**src/rtl/adc_capture_ctrl.sv**
```systemverilog
// ---------------------------------------------------------------------------
// adc_capture_ctrl
//
// Capture sequencer for the DSO sample buffer. Decimates the two 8-bit ADC
// channels, writes {adc_b, adc_a} into a circular RAM, applies a level/edge
// (or forced) trigger, stops after a programmed number of post-trigger
// samples, then freezes the buffer and publishes the trigger address until
// the host re-arms or reconfigures.
//
// Ports
//   clk         system clock
//   rst_n       synchronous active-low reset
//   adc_a/adc_b channel samples, valid every clock
//   adc_cfg     [7:0] trig_level, [8] trig_ch, [9] trig_slope (1=falling),
//               [10] force, [11] run, [22:12] post_count, [31:24] clk_div
//   cfg_stb     pulse: adc_cfg updated, abort and restart (run) or stop
//   rearm       pulse: host finished reading, start a new capture from DONE
//   wr_en       RAM write strobe, one cycle per decimated sample
//   wr_addr     RAM write address (advances after each write cycle)
//   wr_data     {adc_b, adc_a}
//   trig_addr   RAM address holding the trigger sample
//   oldest_addr oldest valid sample once frozen
//   status      {done, triggered, armed, busy}
// ---------------------------------------------------------------------------
module adc_capture_ctrl #(
  parameter int AW = 11
) (
  input  logic          clk,
  input  logic          rst_n,
  input  logic [7:0]    adc_a,
  input  logic [7:0]    adc_b,
  input  logic [31:0]   adc_cfg,
  input  logic          cfg_stb,
  input  logic          rearm,
  output logic          wr_en,
  output logic [AW-1:0] wr_addr,
  output logic [15:0]   wr_data,
  output logic [AW-1:0] trig_addr,
  output logic [AW-1:0] oldest_addr,
  output logic [3:0]    status
);

  typedef enum logic [2:0] {
    S_IDLE,
    S_PREFILL,
    S_ARMED,
    S_POST,
    S_DONE
  } state_t;

  localparam logic [11:0] DEPTH = 12'(1 << AW);

  // Configuration fields, read live from the SPI-written register.
  logic [7:0]  trig_level;
  logic        trig_ch;
  logic        trig_slope;
  logic        force_trig;
  logic        run;
  logic [10:0] post_count;
  logic [7:0]  clk_div;
  logic        cfg_unused;

  assign trig_level = adc_cfg[7:0];
  assign trig_ch    = adc_cfg[8];
  assign trig_slope = adc_cfg[9];
  assign force_trig = adc_cfg[10];
  assign run        = adc_cfg[11];
  assign post_count = adc_cfg[22:12];
  assign cfg_unused = adc_cfg[23];
  assign clk_div    = adc_cfg[31:24];

  state_t      state;
  logic [7:0]  div_cnt;
  logic [AW:0] pre_cnt;
  logic [10:0] post_cnt;
  logic [7:0]  prev_sample;

  // Number of pre-trigger writes before arming. It is one write when the
  // post-trigger window covers (nearly) the whole buffer, so the trigger
  // comparison always has a previous sample to look at.
  logic [AW:0] pre_target;

  always_comb begin
    // NOTE: every combinational output gets a value on every path (default
    // first), otherwise synthesis infers a latch to hold the old value.
    pre_target = '0;
    if ({1'b0, post_count} >= DEPTH - 12'd1) begin
      pre_target = (AW+1)'(1);
    end else begin
      pre_target = (AW+1)'(DEPTH - {1'b0, post_count});
    end
  end

  // Decisions are taken at the end of each write cycle on the sample that
  // is being written, so trig_addr is simply the current wr_addr.
  logic [7:0] sample;
  logic       level_hit;
  logic       trig_hit;
  logic       post_done;
  logic       capture_end;
  logic       busy_st;
  logic       tick;
  logic       issue;
  logic       pre_last;
  logic       post_last;

  assign sample    = trig_ch ? wr_data[15:8] : wr_data[7:0];
  assign level_hit = trig_slope ? (prev_sample > trig_level && sample <= trig_level)
                                : (prev_sample < trig_level && sample >= trig_level);
  assign pre_last  = (pre_cnt + (AW+1)'(1)) == pre_target;
  assign post_last = ({1'b0, post_cnt} + 12'd1) == {1'b0, post_count};
  assign trig_hit  = (state == S_ARMED) && wr_en && (force_trig || level_hit);
  assign post_done = (state == S_POST) && wr_en && post_last;

  // The capture ends on this edge: a tick landing here must not write,
  // so nothing is written once done is visible.
  assign capture_end = (trig_hit && (post_count == '0)) || post_done;
  assign busy_st     = (state == S_PREFILL) || (state == S_ARMED) || (state == S_POST);
  assign tick        = (div_cnt == clk_div);
  assign issue       = tick && busy_st && !capture_end;

  function automatic logic [3:0] status_of(input state_t s);
    logic [3:0] st;
    st = 4'b0000;
    case (s)
      S_PREFILL: st = 4'b0001;
      S_ARMED:   st = 4'b0011;
      S_POST:    st = 4'b0101;
      S_DONE:    st = 4'b1100;
      default:   st = 4'b0000;
    endcase
    return st;
  endfunction

  // NOTE: all state here is updated with non-blocking assignments so every
  // register samples pre-edge values; later assignments in the block
  // override the defaults given at its top.
  always_ff @(posedge clk) begin
    if (!rst_n) begin
      state       <= S_IDLE;
      status      <= 4'b0000;
      wr_en       <= 1'b0;
      wr_addr     <= '0;
      wr_data     <= '0;
      trig_addr   <= '0;
      oldest_addr <= '0;
      div_cnt     <= '0;
      pre_cnt     <= '0;
      post_cnt    <= '0;
      prev_sample <= '0;
    end else begin
      wr_en   <= 1'b0;
      div_cnt <= tick ? 8'd0 : div_cnt + 8'd1;

      // A write in flight always completes, even when aborted by cfg_stb.
      if (wr_en) begin
        wr_addr <= wr_addr + AW'(1);
      end

      if (cfg_stb) begin
        state    <= run ? S_PREFILL : S_IDLE;
        status   <= status_of(run ? S_PREFILL : S_IDLE);
        pre_cnt  <= '0;
        post_cnt <= '0;
        div_cnt  <= '0;
      end else begin
        if (issue) begin
          wr_en   <= 1'b1;
          wr_data <= {adc_b, adc_a};
        end

        if (busy_st && wr_en) begin
          prev_sample <= sample;
        end

        case (state)
          S_IDLE: begin
          end

          S_PREFILL: begin
            if (wr_en) begin
              pre_cnt <= pre_cnt + (AW+1)'(1);
              if (pre_last) begin
                state  <= S_ARMED;
                status <= status_of(S_ARMED);
              end
            end
          end

          S_ARMED: begin
            if (trig_hit) begin
              trig_addr <= wr_addr;
              post_cnt  <= '0;
              if (post_count == '0) begin
                state       <= S_DONE;
                status      <= status_of(S_DONE);
                oldest_addr <= wr_addr + AW'(1);
              end else begin
                state  <= S_POST;
                status <= status_of(S_POST);
              end
            end
          end

          S_POST: begin
            if (wr_en) begin
              post_cnt <= post_cnt + 11'd1;
              if (post_last) begin
                state       <= S_DONE;
                status      <= status_of(S_DONE);
                oldest_addr <= wr_addr + AW'(1);
              end
            end
          end

          S_DONE: begin
            if (rearm) begin
              state    <= S_PREFILL;
              status   <= status_of(S_PREFILL);
              pre_cnt  <= '0;
              post_cnt <= '0;
              div_cnt  <= '0;
            end
          end

          default: begin
            state  <= S_IDLE;
            status <= 4'b0000;
          end
        endcase
      end
    end
  end

endmodule

```
**config.mk**
```make
export PLATFORM = sky130hd
export DESIGN_NAME = adc_capture_ctrl
export DESIGN_NICKNAME = d
export VERILOG_FILES = /design/src/rtl/adc_capture_ctrl.sv
export SDC_FILE = /design/constraint.sdc
export NUM_CORES = 1
export LEC_CHECK = 0
export CORE_UTILIZATION = 57
export CTS_BUF_LIST = sky130_fd_sc_hd__clkbuf_8 sky130_fd_sc_hd__clkbuf_16
export DETAILED_ROUTE_END_ITERATION = 8
export GPL_TIMING_DRIVEN = 0
export PLACE_DENSITY = 0.89
export SYNTH_ARGS = -nofsm -noshare
export SYNTH_HDL_FRONTEND = slang
export SYNTH_SLANG_ARGS = --single-unit
```
**constraint.sdc**
```tcl
create_clock -name clk -period 10.5 [get_ports clk]
set_input_delay 1.575 -clock clk [delete_from_list [all_inputs] [get_ports clk]]
set_output_delay 1.575 -clock clk [all_outputs]
set_load 0.01 [all_outputs]
```
==> metrics.txt <==
Mapped Cells=651; Power Density=slightly below 100 nW/um^2; worst flop-to-flop path startpoint=wr_data[14]$_SDFFE_PN0P_; root buffer cell=clkbuf_8; asr flop ratio synth=0%; TritonCTS clock tree=done; largest net degree at the start of global routing=20; Post-Syn Nets=725; largest cells by area after synthesis=dfxtp_1 (34%), mux2i_1 (7.0%), nor2_1 (6.8%), xnor2_1 (6.5%), xor2_1 (5.2%); Synth cell types=between 60 and 70; DR pass1 iterations=9; critical hold path startpoint=status[2]$_SDFFE_PN0P_; cell taking the most area after synthesis=dfxtp_1; crit path launch=adc_cfg[8]; synthesized area=5550 um^2; Routed WL=14,500 um; syn avg cell area=around 8.5 um^2; # hold bufs at CTS=0; sequential share of the synthesized area=34.3%; io pins=106; post-CTS setup buffer count=0; CP arrival=~5000 ps; DR DRC count=1; Max Cap Violations=0; Worst Hold Class=register to register; initial antenna violation count=0; Critical Path Source Type=input port; CP endpoint kind=register; Critical Path Fanout Max=10; antenna viol nets, final=0; count of state elements after synthesis=95; Synthesis Warnings=0; worst slew pin tran=between 600 and 700 ps; Die H=101 um; ant diodes=0; RSZ-0062 raised after global routing=no; clk_skew=22.9 ps; area grow syn2layout=24.2%; leakage=2.39 nW; layout cells sized above 1=6.93%; DIE AREA=10,100 um^2; top_reg_cell synth=dfxtp_1; GRT Overall Usage=between 20% and 30%; final worst path period share=between 40% and 50%; vias in the first global route=5,173; EDFF count, synth=0; starting density of the core=59.5%; Fillers=640; worst skew pair latency=390 ps; post-layout min period=4780 ps; Synth top area share=34.3%; core area=9330 um^2; R2R Setup Slk=7020 ps; residual overflow from global routing=0; Final TNS setup=0 ps; Clock Pin Slew Worst Setup and Hold Paths=approximately 100 ps; Cell Rows=35; NumNets Final=834; Final Hold Fails=0; Vias/cell=approximately 5.8; Post-CTS Resized=0; final setup violation count=0; VDD IR max=slightly below 0.08 mV; first-pass GRT wire length=23,700 um; commonest non-fill, non-tap cells in the layout=nor2_1 (100), clkdlybuf4s50_1 (98), dfxtp_1 (95); Crit Path Category=input port to register; Placer Congestion=0.880; hpwl dp=10,600 um; via count=~5,200; htree depth=3; Num CTS Buffers=9; Max Slew Vio Count=0; failing checks=DRC; # port buffers=98; status=finished with violations; clock buffer depth=2; routed length per instance=16.2 um; f_max=0.209 GHz; Required @ worst endpoint=10,760 ps; Tot Pwr=0.670 mW; most common cell after layout, fill and taps aside=nor2_1; number of DRC markers in iteration 0=~210; clock sink count=95; Worst slew margin=55.0%; die width=101 um
[flip-flops by register name, indices dropped and copies added (netlist names)]
register     flops
pre_cnt         12
state            2
prev_sample      8
status           4
wr_data         16
wr_addr         11
div_cnt          8
trig_addr       11
wr_en            1
post_cnt        11
oldest_addr     11
[cells by family after synthesis]
family,Yosys count,share of synthesized area (%)
multiplexers,47,8.66
AND/OR/NAND/NOR,244,21.9
buffers and inverters,54,4.26
flip-flops,95,34.3
XOR/XNOR,75,12.0
adder cells (fa/ha/maj),22,4.96
AO/OA/AOI/OAI,114,14.0
[path summary, 6_finish.rpt]
kind	endpoint	depth (start not counted)
worst max register to register	trig_addr[9]$_SDFFE_PN0P_	11
worst min register to register	status[2]$_SDFFE_PN0P_	2
worst min-delay path	status[2]$_SDFFE_PN0P_	2
worst max-delay path	trig_addr[9]$_SDFFE_PN0P_	12
[synth_stat cells, types with 6 or more instances]
| cell | count |
|---|---|
| nand2b_1 | 8 |
| a211oi_1 | 17 |
| nand2_1 | 34 |
| a22oi_1 | 7 |
| ha_1 | 22 |
| nor4_1 | 12 |
| nor3_1 | 11 |
| and3_1 | 9 |
| a21oi_1 | 36 |
| nand4_1 | 13 |
| clkbuf_1 | 23 |
| nor2_1 | 100 |
| o21ai_0 | 20 |
| nand3_1 | 18 |
| a31oi_1 | 8 |
| xor2_1 | 33 |
| mux2i_1 | 39 |
| xnor2_1 | 41 |
| nor2b_1 | 6 |
| dfxtp_1 | 95 |
| inv_1 | 16 |
| mux2_2 | 8 |
[metal layers]
metal | GRT usage [%] | vias up | part of all wire [%]
met5 | 0 | - | 0
met2 | 51.3 | 214 | 49
met3 | 5.41 | 29 | 6.4
li1 | - | 2506 | -
met1 | 35.6 | 2448 | 42
met4 | 11.7 | 0 | 1.7
[critical path, cell delays in order]
cell	delay, ps
clkbuf_1	340
mux2_2	410
ha_1	320
a21oi_1	200
a21boi_0	150
or3_1	400
xor2_1	220
a2111oi_4	520
nor2b_1	330
buf_4	280
mux2i_1	240
nor2_1	60
[power breakdown]
part	leakage, nW	switching, mW	internal, mW
clock network	0.0981	0.146	0.0938
logic	1.52	0.0334	0.0339
registers	0.766	0.00124	0.362
total	2.39	0.181	0.489
[area by class of cell]
| type | instances | area [um^2] | area share [%] |
|---|---|---|---|
| Multi-Input combinational cell | 502 | 3410 | 49.5 |
| Timing Repair Buffer | 98 | 981 | 14.2 |
| Buffer | 37 | 173 | 2.51 |
| Sequential cell | 95 | 1900 | 27.6 |
| Inverter | 17 | 63.8 | 0.926 |
| Clock buffer | 9 | 124 | 1.80 |
| Tap cell | 129 | 161 | 2.34 |
| Clock inverter | 7 | 75.1 | 1.09 |
[metrics by stage]
step / util (%) / worst slack (ps) / instances / hold slack, ps / instance area, um^2
global placement: 71.8 / 5500 / 878 / 452 / 6690
finish: 73.9 / 5720 / 894 / 479 / 6890
CTS: 73.9 / 5750 / 894 / 482 / 6890
floorplan: - / 5800 / 651 / 451 / 5550
global route: 73.9 / 5560 / 894 / 507 / 6890
detailed placement: 71.8 / 5360 / 878 / 457 / 6690
Note: power is estimated with default switching activity, not from simulation.
